`config.mk`:
```
export PLATFORM = sky130hd
export DESIGN_NAME = scan_sched
export DESIGN_NICKNAME = d
export VERILOG_FILES = /design/src/rtl/scan_sched.sv
export SDC_FILE = /design/constraint.sdc
export NUM_CORES = 1
export LEC_CHECK = 0
export CAP_MARGIN = 10
export CORE_ASPECT_RATIO = 2
export CORE_MARGIN = 2
export CORE_UTILIZATION = 50
export DETAILED_ROUTE_END_ITERATION = 12
export PLACE_DENSITY = 0.72
export SLEW_MARGIN = 0
export SYNTH_ARGS = -nofsm -noshare
export SYNTH_HDL_FRONTEND = slang
export SYNTH_SLANG_ARGS = --single-unit
```
`constraint.sdc`:
```
create_clock -name clk -period 3.7 [get_ports clk]
set_clock_uncertainty 0.2 [all_clocks]
set_input_delay 0.74 -clock clk [delete_from_list [all_inputs] [get_ports clk]]
set_output_delay 0.74 -clock clk [all_outputs]
set_load 0.02 [all_outputs]
```
`src/rtl/scan_sched.sv`:
```
// scan_sched: shares one prescaled tick between the display refresh and keypad scan.
//   clk, clr (sync active-low) ; en scan enable ; row_ack decoder took the row sample
//   an/col active-low one-hot digit anodes and keypad columns ; dig_sel slot index
//   row_stb rows valid for column dig_sel until acked ; frame_stb pulse on index wrap 3->0
module scan_sched #(
  parameter int PRESCALE = 25000
) (
  input  logic       clk,
  input  logic       clr,
  input  logic       en,
  input  logic       row_ack,
  output logic [3:0] an,
  output logic [3:0] col,
  output logic [1:0] dig_sel,
  output logic       row_stb,
  output logic       frame_stb
);
  localparam int CW = $clog2(PRESCALE);
  typedef enum logic [1:0] {IDLE, DISP, KDRV, KSMP} state_t;
  state_t state;
  logic [1:0] idx;
  logic [CW-1:0] count;
  logic tick;
  assign tick = count == CW'(PRESCALE - 1);
  assign dig_sel = idx;
  function automatic logic [3:0] sel(input logic [1:0] i);
    return ~(4'b0001 << i);
  endfunction
  // Outputs are loaded together with the next state so they stay registered.
  always_ff @(posedge clk) begin
    if (!clr || !en) begin
      state <= IDLE;
      idx <= 2'd0;
      count <= '0;
      an <= 4'hF;
      col <= 4'hF;
      row_stb <= 1'b0;
      frame_stb <= 1'b0;
    end else begin
      frame_stb <= 1'b0;
      count <= count + CW'(1);
      case (state)
        IDLE: begin
          state <= DISP;
          idx <= 2'd0;
          count <= '0;
          an <= sel(2'd0);
        end
        DISP: if (tick) begin
          state <= KDRV;
          count <= '0;
          an <= 4'hF;
          col <= sel(idx);
        end
        KDRV: if (tick) begin
          state <= KSMP;
          count <= '0;
          row_stb <= 1'b1;
        end
        default: if (row_ack) begin
          state <= DISP;
          count <= '0;
          idx <= idx + 2'd1;
          an <= sel(idx + 2'd1);
          col <= 4'hF;
          row_stb <= 1'b0;
          frame_stb <= idx == 2'd3;
        end
      endcase
    end
  end
endmodule
```
==> flow_summary.json, run 1 <==
{
  "post_cts_resized": 0,
  "outcome": "completed",
  "setup.worst_path.start_class": "flip-flop",
  "crit_arrival_ns": 2.42,
  "grt_max_degree": 16,
  "p_leak_nw": 0.585,
  "vdd_drop_max_mv": 0.386,
  "vias": 1194,
  "area_growth_pct": 21.0,
  "synthCells": 160,
  "postRouteAntennaNets": 0,
  "core_um2": 2770,
  "overflow": 0,
  "hp-class": "reg2reg",
  "setup_viol": 0,
  "dpl.hpwl_um": 2330,
  "htree_num_levels": 2,
  "drive_gt1_frac": 0.0667,
  "whs_ns": 0.250,
  "cts_hold_buffers": 0,
  "n_fill_cell": 243,
  "gp_congestion": 0.777,
  "antenna_found_initial": 0,
  "yosysTopAreaCellShare": 0.397,
  "root_buffer": "clkbuf_8",
  "rr_worst_depth": 4,
  "rsz0062_at_grt": "no",
  "yosys_register_bits": 29,
  "finalPower_mw": 0.756,
  "io_pins": 16,
  "drv_slew": 0,
  "tightest_slew_ns": 0.673,
  "layout_common_cells": "dfxtp_1 (29), nor2_1 (23), clkdlybuf4s50_1 (15)",
  "yosysWarnings": 0,
  "fmax_mhz": 404,
  "max-slew-margin-rel": 0.547,
  "grt_pass1_vias": 1239,
  "pwr_density_cell_nw_per_um2": 427,
  "cp_max_fo": 15,
  "num_rows": 27,
  "syn_area_um2": 1460,
  "pre_cts_ws_ns": 1.19,
  "required_ns": 3.64,
  "seq_area_frac_synth": 0.397,
  "postRouteWirelength_um": 2950,
  "hold_violations": 0,
  "dieArea_um2": 3400,
  "cts.clk_slew.worst_paths_ns": 0.06,
  "fin_ws_ns": 1.22,
  "cts_tree": "built",
  "start_util": 0.528,
  "grt_pass1_wl_um": 5260,
  "grt.total_usage": 0.206,
  "clkLatencyLatePin_ns": 0.28,
  "post-route-drc-count": 0,
  "synth_nets": 177,
  "die_w_um": 42.3,
  "yosys.area.top_type": "dfxtp_1",
  "cts-buffers-inserted": 5,
  "syn_area_per_cell_um2": 9.15,
  "maxCapViolCount": 0,
  "path_class": "reg2reg",
  "portBuffers": 15,
  "dpl-instance-area_um2": 1640,
  "diodes": 0,
  "timing.final.crit_share": 0.669,
  "min_period_ns": 2.48,
  "cts_buffer_depth": 2,
  "synth_area_leaders": "dfxtp_1 (40%), ha_1 (11%), xnor2_1 (6.6%), nor2_1 (5.9%), mux2i_1 (2.7%)",
  "drt_iter0_drc": 15,
  "place_inst": 201,
  "clock-sinks": 29,
  "synth.distinct_cells": 35,
  "finish.utilization": 0.640,
  "hold_path_depth": 2,
  "fin_nets": 196,
  "vias_per_cell": 5.71,
  "postCtsSetupBuffers": 0,
  "tns_ns": 0,
  "die_y_um": 80.5,
  "final_area_um2": 1770,
  "critPathCaptureType": "flip-flop",
  "firstDrtPassIters": 4,
  "wl_per_cell_um": 14.1,
  "layout_commonest_cell": "dfxtp_1",
  "finalNonFillerCells": 209
}
## critical path, stage by stage (launching register included)
cell	delay (ns)
dfxtp_1	0.37
or4b_4	0.55
or4_4	0.56
a21oi_2	0.54
nor2_1	0.11
## area by class of cell
cell class | instances | area (um^2) | share of cell area
clock inverter | 3 | 65.1 | 0.0367
timing repair buffer | 15 | 150 | 0.0847
sequential | 29 | 581 | 0.328
tap | 29 | 36.3 | 0.0205
inverter | 9 | 33.8 | 0.0191
multi-input combinational | 119 | 837 | 0.472
clock buffer | 5 | 68.8 | 0.0388
## path summary, 6_finish.rpt
| kind | to | slack [ns] | startpoint |
|---|---|---|---|
| max reg2reg | count[3] | 1.22 | count[9] |
| min | row_stb | 0.25 | row_stb |
| max | count[3] | 1.22 | count[9] |
| min reg2reg | row_stb | 0.25 | row_stb |
## sequential cells by signal, indices dropped and copies added, names as in the netlist
name,flops
an,4
col,4
count,15
dig_sel,2
frame_stb,1
row_stb,1
state,2
## routing by layer
layer | global-route usage | share of wire | up-vias
met1 | 0.171 | 0.34 | 561
met4 | 0.125 | 0.040 | 0
li1 | - | - | 597
met2 | 0.406 | 0.59 | 27
met5 | 0 | 0 | -
met3 | 0.0539 | 0.035 | 9
## kinds of logic (layout without fill, tap and decap cells)
group | Yosys count | in the layout | synth area share
buf+inv | 12 | 32 | 0.0316
xor+xnor | 13 | 13 | 0.0778
fa+ha+maj | 13 | 13 | 0.111
simple gates | 74 | 74 | 0.288
compound gates | 15 | 15 | 0.0675
mux | 4 | 4 | 0.0274
flops | 29 | 29 | 0.397
## cell usage after synthesis
master,n
and2_1,1
nor3b_1,3
or4b_4,1
o21ai_0,4
nor2_1,23
nand2b_1,1
and3_1,6
o31ai_1,1
nor4b_4,1
nand4bb_1,1
buf_1,1
o211ai_1,1
or4_4,1
nand4b_1,1
xor2_1,2
nor4_1,6
inv_1,9
nor3_1,6
a21oi_1,4
nand2_1,8
a2bb2oi_1,3
or4bb_1,1
nand4_1,3
clkbuf_1,1
or4b_1,1
nand3b_1,1
buf_2,1
mux2i_1,4
a21oi_2,1
or3_1,3
dfxtp_1,29
ha_1,13
o221ai_1,1
nand3_1,6
xnor2_1,11
## report_power, final
part	switching, mW	total (mW)	leakage [nW]	internal, mW
clock network	0.122	0.389	0.0681	0.267
registers	0.00400	0.320	0.234	0.316
logic	0.0267	0.0463	0.282	0.0195
total	0.153	0.756	0.585	0.603
Power figures use the tool's default switching activity.
==> run 2, diff against run 1 <==
==> constraint.sdc (replaced) <==
create_clock -name clk -period 2.3 [get_ports clk]
set_clock_uncertainty 0.2 [all_clocks]
set_input_delay 0.46 -clock clk [delete_from_list [all_inputs] [get_ports clk]]
set_output_delay 0.46 -clock clk [all_outputs]
set_load 0.02 [all_outputs]
==> run 2 against run 1 <==
  * The flow now finishes with violations (setup timing)
  * Sequential cell count unchanged
  * First-iteration DRC count increased by 80%
  * Register-to-register slack got worse by 1.2 ns
  * Maximum frequency increased by 6.7%
  * Final cell count increased by 8.1%
  * Via count increased by 5.7%
  * Hold slack improved by 0.013 ns
  * Sequential share of layout area decreased by 2.5 points
  * Combinational power increased by 81%
  * Clock power increased by 63%
  * Wire length increased by 12%
  * Highest routed layer unchanged
==> flow_summary.json, run 2 (synthesis gave the netlist of run 1 again) <==
{
  "hold_path_depth": 2,
  "area_growth_pct": 31.7,
  "violations": "setup timing",
  "timing.final.crit_share": 1.01,
  "portBuffers": 15,
  "drive_gt1_frac": 0.173,
  "cts_buffer_depth": 2,
  "top_register": "count",
  "cts.clk_slew.worst_paths_ns": 0.06,
  "hold_violations": 0,
  "io_pins": 16,
  "maxCapViolCount": 0,
  "cts_hold_buffers": 0,
  "htree_num_levels": 2,
  "vias": 1262,
  "die_y_um": 80.5,
  "grt.total_usage": 0.207,
  "grt_max_degree": 16,
  "required_ns": 2.32,
  "clock-sinks": 29,
  "path_class": "reg2reg",
  "fin_nets": 213,
  "die_w_um": 42.3,
  "largestRegisters": "count (15), an (4), col (4)",
  "diodes": 0,
  "tightest_slew_ns": 0.606,
  "layout_commonest_cell": "dfxtp_1",
  "grt_pass1_vias": 1241,
  "clkLatencyLatePin_ns": 0.29,
  "largest_reg_flops": 15,
  "core_um2": 2770,
  "rr_worst_depth": 4,
  "vias_per_cell": 5.58,
  "post-route-drc-count": 0,
  "critPathCaptureType": "flip-flop",
  "grt_pass1_wl_um": 5300,
  "hp-class": "reg2reg",
  "setup_viol": 1,
  "outcome": "finished, violations left",
  "pre_cts_ws_ns": -0.0745,
  "tns_ns": -0.0208,
  "overflow": 0,
  "p_leak_nw": 0.682,
  "postRouteAntennaNets": 0,
  "drt_iter0_drc": 27,
  "cts-buffers-inserted": 5,
  "firstDrtPassIters": 4,
  "setup.worst_path.start_class": "flip-flop",
  "fmax_mhz": 431,
  "pwr_density_cell_nw_per_um2": 639,
  "gp_congestion": 0.780,
  "root_buffer": "clkbuf_8",
  "num_rows": 27,
  "rsz0062_at_grt": "yes",
  "postRouteWirelength_um": 3290,
  "antenna_found_initial": 0,
  "cp_max_fo": 3,
  "drv_slew": 0,
  "fin_ws_ns": -0.0208,
  "vdd_drop_max_mv": 0.644,
  "max-slew-margin-rel": 0.593,
  "crit_arrival_ns": 2.34,
  "wl_per_cell_um": 14.6,
  "cts_tree": "built",
  "layout_common_cells": "dfxtp_1 (27), nor2_1 (23), buf_4 (16)",
  "dieArea_um2": 3400,
  "start_util": 0.528,
  "min_period_ns": 2.32,
  "finalPower_mw": 1.23,
  "dpl.hpwl_um": 2580
}
[run 2: routing by layer]
layer  global-route usage  vias up  wire (um)
met1                0.181      599       1180
met5                    0        -          0
met2                0.415       21       1930
li1                     -      632          -
met4                0.109        0        102
met3               0.0427       10         78
[run 2: path summary, 6_finish.rpt]
kind	slack [ns]	endpoint	from
min	0.26	row_stb	row_stb
max reg2reg	-0.02	row_stb	count[3]
max	-0.02	row_stb	count[3]
min reg2reg	0.26	row_stb	row_stb
[run 2: timing repair]
action,in CTS,in global routing
pin swaps,4,1
resized for setup,1,4
hold endpoints to repair,0,0
setup endpoints to repair,5,6
buffers inserted,1,0
[run 2: layout make-up]
cell class                 instances  area, um^2
clock buffer                       5        68.8
clock inverter                     3        65.1
fill                             219         842
inverter                           9        33.8
multi-input combinational        119         851
sequential                        29         583
tap                               29        36.3
timing repair buffer              32         290
[run 2: critical path, stage by stage, from the launching register on]
cell,delay [ns]
dfxtp_2,0.32
or4b_4,0.54
or4_4,0.57
or4b_4,0.50
a21oi_2,0.12
[run 2: where the power goes]
part	total, mW	internal [mW]	switching, mW
Combinational	0.0839	0.0377	0.0462
Sequential	0.515	0.508	0.00663
Clock	0.633	0.430	0.203
Total	1.23	0.976	0.255
[run 2: through the flow]
step           hold WS, ns  utilization  instance area, um^2  std cells
3_3_place_gp         0.233        0.639                 1770        217
6_report             0.262        0.696                 1930        226
5_1_grt              0.280        0.696                 1930        226
2_1_floorplan        0.242            -                 1460        160
4_1_cts              0.267        0.691                 1910        226
3_5_place_dp         0.255        0.639                 1770        217
==> run 3, diff against run 2 <==
--- a/config.mk
+++ b/config.mk
@@ -6,7 +6,7 @@
 export NUM_CORES = 1
 export LEC_CHECK = 0
 export CAP_MARGIN = 10
-export CORE_ASPECT_RATIO = 2
+export CORE_ASPECT_RATIO = 1.1
 export CORE_MARGIN = 2
 export CORE_UTILIZATION = 50
 export DETAILED_ROUTE_END_ITERATION = 12
==> run 3 against run 2 <==
  * The flow still finishes with violations (setup timing)
  * Maximum frequency is 0.33% lower
  * Sequential power hardly changed
  * Via count is 2.2% lower
  * Power is 28% lower
  * Wire length is 12% lower
  * Clock power is 54% lower
==> flow_summary.json, run 3 (synthesis gave the netlist of run 1 again) <==
{
  "setup.worst_path.start_class": "flip-flop",
  "vdd_drop_max_mv": 0.523,
  "pwr_density_cell_nw_per_um2": 480,
  "critPathCaptureType": "flip-flop",
  "critPathSlowestCell": "or4_4",
  "grt.total_usage": 0.201,
  "hp-class": "reg2reg",
  "rr_endpoint": "row_stb",
  "start_util": 0.527,
  "min_to": "row_stb",
  "whs_ns": 0.285,
  "regToRegStartpoint": "count[3]",
  "core_um2": 2780,
  "finalNonFillerCells": 231,
  "gp_congestion": 0.845,
  "clkLatencyLatePin_ns": 0.33,
  "top_register": "count",
  "cp_common_cell": "or4b_4",
  "finalPower_mw": 0.890,
  "cp_max_fo": 3,
  "fin_nets": 214,
  "use_met3": 0.0490,
  "path_class": "reg2reg",
  "timing.final.crit_share": 1.01,
  "dieArea_um2": 3380,
  "cp_cell_sequence": "or4b_4, or4_4, or4b_4, a21oi_2",
  "max-slew-margin-rel": 0.723,
  "cts_tree": "built",
  "cp.buffers_inverters": 0,
  "hold_path_depth": 2,
  "vias": 1234,
  "num_rows": 20,
  "drt_iter0_drc": 39,
  "hold_violations": 0,
  "crit_arrival_ns": 2.39,
  "grt_pass1_vias": 1241,
  "cpPeakStageDelay_ns": 0.56,
  "maxCapViolCount": 0,
  "layout_commonest_cell": "dfxtp_1",
  "die_y_um": 60.8,
  "violations": "setup timing",
  "min_period_ns": 2.33,
  "firstDrtPassIters": 4,
  "overflow": 0,
  "drv_slew": 0,
  "grt_pass1_wl_um": 5220,
  "reg2reg_setup_slack_ns": -0.03,
  "setup_viol": 1,
  "cts.clk_slew.worst_paths_ns": 0.09,
  "area_growth_pct": 26.5,
  "drive_gt1_frac": 0.167,
  "grtUsageMet2": 0.355,
  "cts_buffer_depth": 2,
  "portBuffers": 15,
  "p_leak_nw": 0.652,
  "fin_ws_ns": -0.0285,
  "grt_max_degree": 16,
  "largest_reg_flops": 15,
  "cts-buffers-inserted": 5,
  "tightest_slew_ns": 0.412,
  "io_pins": 16,
  "diodes": 0,
  "postRouteWirelength_um": 2900,
  "clock-sinks": 29,
  "rsz0062_at_grt": "yes",
  "busiest_layer": "met2",
  "wl_per_cell_um": 12.5,
  "outcome": "finished, violations left",
  "vias_per_cell": 5.34,
  "pre_cts_ws_ns": -0.0605,
  "grtUsageMet1": 0.224,
  "root_buffer": "clkbuf_4",
  "postRouteAntennaNets": 0,
  "layout_common_cells": "dfxtp_1 (27), nor2_1 (23), buf_4 (17)",
  "place_inst": 222,
  "htree_num_levels": 2,
  "die_w_um": 55.6,
  "antenna_found_initial": 0,
  "largestRegisters": "count (15), an (4), col (4)",
  "rr_worst_depth": 4,
  "crit_family": "simple AND/OR/NAND/NOR gates",
  "post-route-drc-count": 0,
  "dpl.hpwl_um": 2200,
  "fmax_mhz": 429,
  "required_ns": 2.37,
  "hold_start": "row_stb"
}
## run 3: through the flow
stage | setup TNS (ns) | utilization | cell area [um^2]
after global placement | 0 | 0.642 | 1780
after floorplan | 0 | - | 1460
after global routing | -0.363 | 0.667 | 1850
after CTS | -0.0449 | 0.665 | 1850
after detailed placement | -0.171 | 0.642 | 1780
final | -0.0285 | 0.667 | 1850
## run 3: area by class of cell
cell class	count	area, um^2
fill	245	926
inverter	9	33.8
sequential	29	583
timing repair buffer	33	298
clock inverter	2	10.0
tap	33	41.3
multi-input combinational	119	845
clock buffer	6	41.3
## run 3: what timing repair did
item,CTS,global route
setup buffers,1,0
hold buffers,0,0
pin swaps,3,2
setup endpoints to repair,5,5
gates resized for setup,2,2
## run 3: worst max-delay path by stage
stage / startpoint / to / slack (ns) / cells past startpoint
3_5_place_dp: count[3] / col[2] / -0.06 / 4
2_1_floorplan: count[3] / col[0] / 0.007 / 4
5_1_grt: count[3] / col[0] / -0.1 / 5
4_1_cts: count[6] / row_stb / -0.04 / 4
6_report: count[3] / row_stb / -0.03 / 4
3_3_place_gp: count[3] / col[3] / 0.01 / 4
## run 3: worst register-to-register path, stage by stage, from the launching register on
cell	delay [ns]
dfxtp_2	0.33
or4b_4	0.54
or4_4	0.56
or4b_4	0.50
a21oi_2	0.13
## run 3: layer usage
metal / part of all wire / vias up / routed length, um
li1: - / 635 / -
met3: 0.044 / 7 / 127
met1: 0.43 / 567 / 1240
met2: 0.51 / 25 / 1460
met4: 0.023 / 0 / 67
met5: 0 / - / 0
## run 3: power breakdown
group	total [mW]	leakage, nW	internal (mW)	switching, mW
combinational	0.0848	0.384	0.0402	0.0446
clock	0.291	0.0320	0.116	0.175
sequential	0.514	0.235	0.508	0.00669
total	0.890	0.652	0.664	0.226
